## config.mk

```make
export PLATFORM = sky130hd
export DESIGN_NAME = fifo_burst_reader
export DESIGN_NICKNAME = d
export VERILOG_FILES = /design/src/rtl/fifo_burst_reader.sv
export SDC_FILE = /design/constraint.sdc
export NUM_CORES = 1
export LEC_CHECK = 0
export BUFFER_PORTS_ARGS = -buffer_cell sky130_fd_sc_hd__buf_2
export CORE_MARGIN = 4
export CORE_UTILIZATION = 57
export DETAILED_ROUTE_END_ITERATION = 8
export PLACE_DENSITY_LB_ADDON = 0.05
export REMOVE_ABC_BUFFERS = 1
export SYNTH_ARGS = -nofsm -noshare
export SYNTH_HDL_FRONTEND = slang
export SYNTH_SLANG_ARGS = --single-unit
export TNS_END_PERCENT = 1
```

## constraint.sdc

```tcl
create_clock -name clk -period 2.2 [get_ports clk]
set_input_delay 0.22 -clock clk [delete_from_list [all_inputs] [get_ports clk]]
set_output_delay 0.22 -clock clk [all_outputs]
set_load 0.1 [all_outputs]
```

## src/rtl/fifo_burst_reader.sv

```systemverilog
// ---------------------------------------------------------------------------
// fifo_burst_reader : pops a synchronous FIFO in bursts onto a valid/ready stream
// Rev 1.0
// ---------------------------------------------------------------------------
`default_nettype none

module fifo_burst_reader #(
  parameter int BUF_WIDTH  = 3,
  parameter int DATA_WIDTH = 8,
  parameter int BURST_LEN  = 4,
  parameter int TIMEOUT    = 16
) (
  input  logic                  clk,
  input  logic                  rst,
  output logic                  o_fifo_rd_enb,
  input  logic [DATA_WIDTH-1:0] i_fifo_data_out,
  input  logic                  i_fifo_empty,
  input  logic [BUF_WIDTH:0]    i_fifo_count,
  output logic                  o_m_valid,
  output logic [DATA_WIDTH-1:0] o_m_data,
  output logic                  o_m_last,
  input  logic                  i_m_ready,
  output logic                  o_busy,
  output logic [7:0]            o_bursts_done
);

  localparam int                c_timer_w   = (TIMEOUT > 1) ? $clog2(TIMEOUT) : 1;
  localparam logic [c_timer_w-1:0] c_timeout_m1 = c_timer_w'(TIMEOUT - 1);
  localparam logic [BUF_WIDTH:0] c_burst_len = (BUF_WIDTH + 1)'(BURST_LEN);
  localparam logic [BUF_WIDTH:0] c_one       = (BUF_WIDTH + 1)'(1);

  typedef enum logic [1:0] {
    S_IDLE  = 2'd0,
    S_BURST = 2'd1,
    S_DRAIN = 2'd2
  } state_t;

  state_t                 r_state;
  logic [c_timer_w-1:0]   r_timer;
  logic [BUF_WIDTH:0]     r_pops_left;
  logic                   r_pend_valid;
  logic                   r_pend_last;
  logic [DATA_WIDTH-1:0]  r_mem [4];
  logic [3:0]             r_last;
  logic [1:0]             r_wr_ptr;
  logic [1:0]             r_rd_ptr;
  logic [2:0]             r_occ;
  logic [7:0]             r_bursts_done;

  logic w_below;
  logic w_nonzero;
  logic w_trigger;
  logic w_room;
  logic w_pop;
  logic w_take;

  assign w_below   = i_fifo_count < c_burst_len;
  assign w_nonzero = i_fifo_count != '0;
  assign w_trigger = (r_state == S_IDLE) &&
                     (!w_below || (w_nonzero && (r_timer == c_timeout_m1)));
  // The in-flight pop counts against the 4-entry buffer so its data always has a slot.
  assign w_room    = (r_occ + 3'(r_pend_valid)) < 3'd4;
  assign w_pop     = !rst && (r_state == S_BURST) && (r_pops_left != '0) &&
                     !i_fifo_empty && w_room;
  assign w_take    = o_m_valid && i_m_ready;

  assign o_fifo_rd_enb = w_pop;
  assign o_m_valid     = r_occ != 3'd0;
  assign o_m_data      = r_mem[r_rd_ptr];
  assign o_m_last      = r_last[r_rd_ptr];
  assign o_busy        = r_state != S_IDLE;
  assign o_bursts_done = r_bursts_done;

  always_ff @(posedge clk) begin
    if (rst) begin
      r_state       <= S_IDLE;
      r_timer       <= '0;
      r_pops_left   <= '0;
      r_pend_valid  <= 1'b0;
      r_pend_last   <= 1'b0;
      r_mem         <= '{default: '0};
      r_last        <= '0;
      r_wr_ptr      <= '0;
      r_rd_ptr      <= '0;
      r_occ         <= '0;
      r_bursts_done <= '0;
    end else begin
      r_pend_valid <= w_pop;
      r_pend_last  <= w_pop && (r_pops_left == c_one);

      if (r_pend_valid) begin
        r_mem[r_wr_ptr]  <= i_fifo_data_out;
        r_last[r_wr_ptr] <= r_pend_last;
        r_wr_ptr         <= r_wr_ptr + 2'd1;
      end
      if (w_take) begin
        r_rd_ptr <= r_rd_ptr + 2'd1;
      end
      r_occ <= r_occ + 3'(r_pend_valid) - 3'(w_take);

      case (r_state)
        S_IDLE: begin
          if (w_trigger) begin
            r_pops_left <= w_below ? i_fifo_count : c_burst_len;
            r_timer     <= '0;
            r_state     <= S_BURST;
          end else if (w_nonzero) begin
            r_timer <= r_timer + c_timer_w'(1);
          end else begin
            r_timer <= '0;
          end
        end
        S_BURST: begin
          if (w_pop) begin
            r_pops_left <= r_pops_left - c_one;
            if (r_pops_left == c_one) begin
              r_state <= S_DRAIN;
            end
          end
        end
        S_DRAIN: begin
          if ((r_occ == 3'd0) && !r_pend_valid) begin
            r_bursts_done <= r_bursts_done + 8'd1;
            r_state       <= S_IDLE;
          end
        end
        default: r_state <= S_IDLE;
      endcase
    end
  end

endmodule

`default_nettype wire
```

==> results of run 1 <==
-- cell type report --
type,instances,area [sq um]
clock inverters,3,18.8
inverters,10,37.5
flip-flops and latches,63,1260
clock buffers,12,155
multi-input cells,234,1550
repair buffers,44,270
well taps,67,83.8
fillers,386,1470
-- final timing paths --
kind	startpoint	end	slack [ns]	cells past startpoint
max	r_pend_valid	o_fifo_rd_enb	0.10	5
min reg2reg	r_mem[12]	r_mem[12]	0.45	2
min	i_fifo_data_out[0]	r_mem[8]	0.17	3
max reg2reg	r_pend_valid	r_pops_left[0]	0.35	6
-- placed cells by master, fill, tap and decap left out, drive strengths merged, types with 2 or more instances in the layout --
cell    instances
a21oi          42
ha             12
o31ai           2
nand3          46
and2            2
a31oi           3
xnor2           7
a311oi          3
mux2i           3
nor3b           3
buf            44
dfxtp          63
o21ai           4
xor2            3
clkinv          3
or3             2
nor4            4
nand2          44
clkbuf         12
nor3            4
a211oi          2
nor2           20
nand4           3
mux4            9
nor2b           2
nand2b          4
inv            10
-- state kept, by name (all words and copies together) (netlist names) --
signal	flops
r_pend_valid	1
o_bursts_done	8
r_state	2
r_occ	3
r_wr_ptr	2
r_mem	32
r_rd_ptr	2
r_pend_last	1
r_pops_left	4
r_last	4
r_timer	4
-- per-stage QoR --
step / setup slack [ns] / cells / power, mW / hold WS [ns]
4_1_cts: 0.0246 / 433 / 2.96 / 0.164
5_1_grt: -0.00596 / 433 / 3.11 / 0.155
3_5_place_dp: 0.387 / 418 / 2.08 / 0.445
3_3_place_gp: 0.411 / 418 / 2.07 / 0.440
2_1_floorplan: -1.67 / 307 / 1.88 / 0.287
6_report: 0.101 / 433 / 2.95 / 0.174
-- power breakdown --
part	internal, mW	leakage (nW)	switching [mW]	total [mW]
clock	0.463	0.0922	0.426	0.889
combinational	0.236	0.638	0.544	0.780
sequential	1.20	0.509	0.0824	1.29
total	1.90	1.24	1.05	2.95
-- critical path: cells and delay by family (launching register included) --
kind                       cells  cell delay, ns
DFF                            1            0.34
and+or+nand+nor                1            0.36
xor gates and xnor gates       1            0.21
adders and majority gates      2            0.42
buffers and inverters          1            0.22
-- repair_timing --
item                                    CTS  global route
endpoints found under the setup margin    0             1
hold endpoints to repair                  0             0
resized for setup                         0             1
-- metal layers --
| layer | share of wire, % | track usage (%) | vias up | wire length (um) |
|---|---|---|---|---|
| li1 | - | - | 1226 | - |
| met1 | 42 | 28.6 | 1157 | 2830 |
| met2 | 50 | 39.1 | 82 | 3310 |
| met3 | 6.3 | 7.11 | 13 | 420 |
| met4 | 1.6 | 8.76 | 0 | 105 |
| met5 | 0 | 0 | - | 0 |
-- cells by family (layout without fill, tap and decap cells) --
family                     count (synthesis)  in the layout
adders and majority gates                 12             12
buffers and inverters                     29             69
xor gates and xnor gates                  10             10
AOI/OAI and AO/OA                         63             63
and+or+nand+nor                          137            137
DFF                                       63             63
muxes                                     12             12
==> impl_metrics.tcl, run 1 <==
set metrics [dict create \
    critical-path-slowest-cell "sky130_fd_sc_hd__nor4_4" \
    route.detailed.vias_per_inst 5.72 \
    clkTransAtPathRegs_ns 0.07 \
    critPathRequiredTime_ns 1.98 \
    grt_antenna_before_repair 0 \
    report.final.setup_viol 0 \
    tightestPinTransition_ns 0.635 \
    synth_async_sr_flop_share_pct 0 \
    die_ar_sq_mm 0.00633 \
    initial_core_util_pct 60.2 \
    route.vias.total 2478 \
    drtIter0Drc 184 \
    tritoncts.num_buffers 9 \
    grt_pass1_vias 2495 \
    routedWlPerCell_um 15.4 \
    drc 0 \
    critPathMaxFanout 5 \
    max_stage_delay_ns 0.36 \
    synth_cell_type_count 44 \
    hold_viol_final 0 \
    grt_max_degree 64 \
    cap_violations 0 \
    drt-total-wl_um 6670 \
    yosys.cell_count.top_type "sky130_fd_sc_hd__dfxtp_1" \
    ys_dominant_reg_cell "sky130_fd_sc_hd__dfxtp_1" \
    area_fraction_of_the_dominant_cell_type_after_synthesis_pct 43.2 \
    path_cells "ha_1 > ha_1 > xor2_2 > nor4_4 > buf_12" \
    postLayoutCellArea_sq_mm 0.00338 \
    mappedNetlistArea_sq_mm 0.00292 \
    crit_path_end_kind "primary output" \
    synth_common_cells "sky130_fd_sc_hd__dfxtp_1, sky130_fd_sc_hd__nand3_1, sky130_fd_sc_hd__nand2_1" \
    synth.top_cells.by_area "sky130_fd_sc_hd__dfxtp_1, sky130_fd_sc_hd__nand3_1, sky130_fd_sc_hd__a21oi_1, sky130_fd_sc_hd__mux4_2, sky130_fd_sc_hd__nand2_1" \
    cts-root-buf "sky130_fd_sc_hd__clkbuf_8" \
    synthesis.instances 326 \
    slew_margin_rel_pct 57.7 \
    layout-drive-gt1-share_pct 21.3 \
    yosys_register_bits 63 \
    cp_common_cell "sky130_fd_sc_hd__ha_1" \
    power_density_mw_per_mm2 875 \
    synth-compound-area-share_pct 12.9 \
    fin_util_pct 69.7 \
    cts.sink_count 63 \
    largest_family_of_logic_cells_by_synthesized_area "simple AND/OR/NAND/NOR gates" \
    setup-tns-final_ns 0 \
    top_level_ports 36 \
    place_area_sq_mm 0.00319 \
    timing.hold.worst.class "in -> reg" \
    leakage_power_nw 1.24 \
    count_of_nets_after_finishing 390 \
    worst_ir_drop_vdd_mv 0.517 \
    cts_hold_buf 0 \
    yosys_warnings 0 \
    sequential_fraction_of_the_synthesis_area_pct 43.2 \
    cp_data_arrival_time_ns 1.88 \
    yosys.area_share.adder_pct 5.15 \
    cp_class "reg -> out" \
    cts.path.max_buffers 2 \
    post_synth_xor_area_fraction_pct 3.26 \
    worst_clock_skew_ns 0.00669 \
    numPortBuffers 35 \
    clk-insertion-delay-late_ns 0.33 \
    cts_tree "built" \
    synth_simple_gate_area_share_pct 23.5 \
    detailedRoute.firstPassIterationCount 5 \
    cts_max_level 3 \
    post_cts.repair.setup_buffers 0 \
    post_synth.cell_area_avg_sq_um 8.95 \
    global_route.usage.total_pct 23.5 \
    insertedDiodeCount 0 \
    drt.antenna.violating_nets 0 \
    globalRouteOverflowTotal 0 \
    finalCriticalPeriod_ns 2.10 \
    area.growth.synth_to_final_pct 15.7 \
    cp-start-kind "flip-flop" \
    yosys-mux-area-fraction_pct 7.98 \
    placeableCoreArea_sq_mm 0.00485 \
    final_gp_congestion 0.825 \
    die_height_um 79.5 \
    die_width_um 79.5 \
    grt_pass1_wl_um 11500 \
    fmaxAchievable_mhz 476 \
    number_of_standard_cell_rows_in_the_floorplan 25 \
    place_hpwl_um 4340 \
    timing.final.max_slew_violations 0 \
    synth_enable_flop_cells 0 \
    run_status "finished, final reports clean" \
    period_utilization_post_route_pct 95.4 \
    post_synth_top_area_cell "sky130_fd_sc_hd__dfxtp_1" \
]
Power figures use the tool's default switching activity.
==> run 2, diff against run 1 <==
Settings changed: CORE_UTILIZATION 57 to 30, CTS_CLUSTER_SIZE from default to 40.
==> impl_metrics.tcl, run 2 (same netlist as run 1, synthesis figures left out) <==
set metrics [dict create \
    run_status "finished, final reports clean" \
    finalCriticalPeriod_ns 2.02 \
    layout.cells.most_common_list "sky130_fd_sc_hd__dfxtp_1, sky130_fd_sc_hd__nand3_1, sky130_fd_sc_hd__nand2_1" \
    dpl.cell_count 480 \
    cts.path.max_buffers 2 \
    post_cts.repair.setup_buffers 0 \
    power_density_mw_per_mm2 917 \
    routedWlPerCell_um 14.7 \
    critical-path-slowest-cell "sky130_fd_sc_hd__dfxtp_1" \
    placeableCoreArea_sq_mm 0.00937 \
    final_critical_path_setup_slack_ns 0.183 \
    mostFrequentLayoutCell "sky130_fd_sc_hd__dfxtp_1" \
    report.final.setup_viol 0 \
    grt_pass1_vias 2429 \
    timing.hold.worst.start "i_fifo_data_out[4]" \
    fin_util_pct 37.3 \
    path_cells "mux4_2 > buf_2" \
    p_switching_mw 1.08 \
    worstReg2RegStart "r_pend_valid" \
    final_gp_congestion 0.729 \
    cp-start-kind "flip-flop" \
    period_utilization_post_route_pct 91.7 \
    pre_cts_ws_ns 0.376 \
    p_int_mw 2.13 \
    tritoncts.num_buffers 9 \
    grt_pass1_wl_um 12400 \
    cp_data_arrival_time_ns 1.80 \
    globalRouteOverflowTotal 0 \
    place_hpwl_um 4780 \
    critPathRequiredTime_ns 1.98 \
    worstHoldPathCells 3 \
    initial_core_util_pct 31.1 \
    die_ar_sq_mm 0.0114 \
    route.detailed.vias_per_inst 4.85 \
    largest_register_ffs 32 \
    slew_margin_rel_pct 53.4 \
    cts-root-buf "sky130_fd_sc_hd__clkbuf_8" \
    leakage_power_nw 1.26 \
    unrepaired_setup_endpoints_after_global_routing "false" \
    count_of_nets_after_finishing 390 \
    number_of_standard_cell_rows_in_the_floorplan 35 \
    reg2reg_setup_slack_ns 0.35 \
    cts.sink_count 63 \
    cp_class "reg -> out" \
    timing.final.max_slew_violations 0 \
    largest-register "r_mem" \
    critical_path.startpoint "r_rd_ptr[0]" \
    reg2reg_depth 6 \
    cap_violations 0 \
    die_height_um 107 \
    cts_hold_buf 0 \
    grt_antenna_before_repair 0 \
    fillers 1027 \
    finalNonFillerCells 496 \
    worst_clock_skew_ns 0.00835 \
    hold_viol_final 0 \
    tightestPinTransition_ns 0.699 \
    drt.antenna.violating_nets 0 \
    cts_tree "built" \
    sequentialPowerShare_pct 39.8 \
    detailedRoute.firstPassIterationCount 4 \
    cts_max_level 3 \
    route.vias.total 2404 \
    global_route.usage.total_pct 14.0 \
    max_stage_delay_ns 0.58 \
    grt_max_degree 64 \
    area.growth.synth_to_final_pct 19.9 \
    die_width_um 107 \
    crit_path_end_kind "primary output" \
    power.share.combinational_pct 24.3 \
    fmaxAchievable_mhz 496 \
    drc 0 \
    top_level_ports 36 \
    clk-insertion-delay-late_ns 0.34 \
    timing.hold.worst.class "in -> reg" \
    numPortBuffers 35 \
    netSwitchingFraction_pct 33.6 \
    drt-total-wl_um 7290 \
    pwr-share-clk_pct 35.9 \
    critPathMaxFanout 7 \
    insertedDiodeCount 0 \
    worst_ir_drop_vdd_mv 0.525 \
    layout-drive-gt1-share_pct 21.8 \
    drtIter0Drc 120 \
    clkTransAtPathRegs_ns 0.08 \
]
run 2: cell types whose count changed in the layout (fill, tap and decap cells not counted):
| cell | before | now |
|---|---|---|
| sky130_fd_sc_hd__clkinv_2 | 2 | 1 |
| sky130_fd_sc_hd__buf_4 | 8 | 9 |
| sky130_fd_sc_hd__bufinv_16 | 0 | 2 |
| sky130_fd_sc_hd__clkbuf_1 | 1 | 0 |
| sky130_fd_sc_hd__clkinvlp_4 | 0 | 2 |
| sky130_fd_sc_hd__clkinv_4 | 1 | 0 |
| sky130_fd_sc_hd__buf_12 | 2 | 1 |
run 2: metrics by stage:
step / cell area (sq um) / setup TNS, ns / total power, mW / hold slack [ns]
after global routing: 3500 / 0 / 3.39 / 0.141
final: 3500 / 0 / 3.21 / 0.158
after floorplan: 2840 / -5.49 / 1.88 / 0.287
after CTS: 3500 / 0 / 3.27 / 0.134
after global placement: 3260 / 0 / 2.09 / 0.439
after detailed placement: 3260 / 0 / 2.09 / 0.446
run 2: timing repair:
item,in CTS,in global routing
setup endpoints to repair,1,1
cloned,0,0
pin swaps,0,1
resized for setup,1,0
run 2: layout make-up:
class                           instances  area, sq um  area share, %
Inverter                               10         37.5           1.07
Clock inverter                          5         80.1           2.29
Clock buffer                           11          151           4.33
Sequential cell                        63         1260           36.0
Tap cell                              129          161           4.61
Timing Repair Buffer                   44          258           7.37
Multi-Input combinational cell        234         1550           44.3
run 2: critical path, delay by kind of cell, from the launching register on:
kind / cells / cell delay (ns)
flops: 1 / 0.58
mux: 1 / 0.58
buf+inv: 1 / 0.31
run 2: per-layer routing:
| metal | GRT usage, % | routed length, um | vias to the layer above |
|---|---|---|---|
| li1 | - | - | 1226 |
| met1 | 17.6 | 3350 | 1126 |
| met2 | 23.2 | 3570 | 46 |
| met3 | 4.27 | 303 | 6 |
| met4 | 3.84 | 74 | 0 |
| met5 | 0 | 0 | - |
run 2: worst paths after layout:
kind | to
min | r_mem[4]
min reg2reg | r_mem[0]
max | o_m_data[7]
max reg2reg | r_pops_left[3]
run 2: power by group through the flow:
stage | logic [mW] | registers [mW] | clock network [mW]
4_1_cts | 0.793 | 1.28 | 1.20
3_3_place_gp | 0.788 | 1.30 | 0
6_report | 0.781 | 1.28 | 1.15
5_1_grt | 0.858 | 1.29 | 1.24
2_1_floorplan | 0.568 | 1.31 | 0
3_5_place_dp | 0.782 | 1.30 | 0
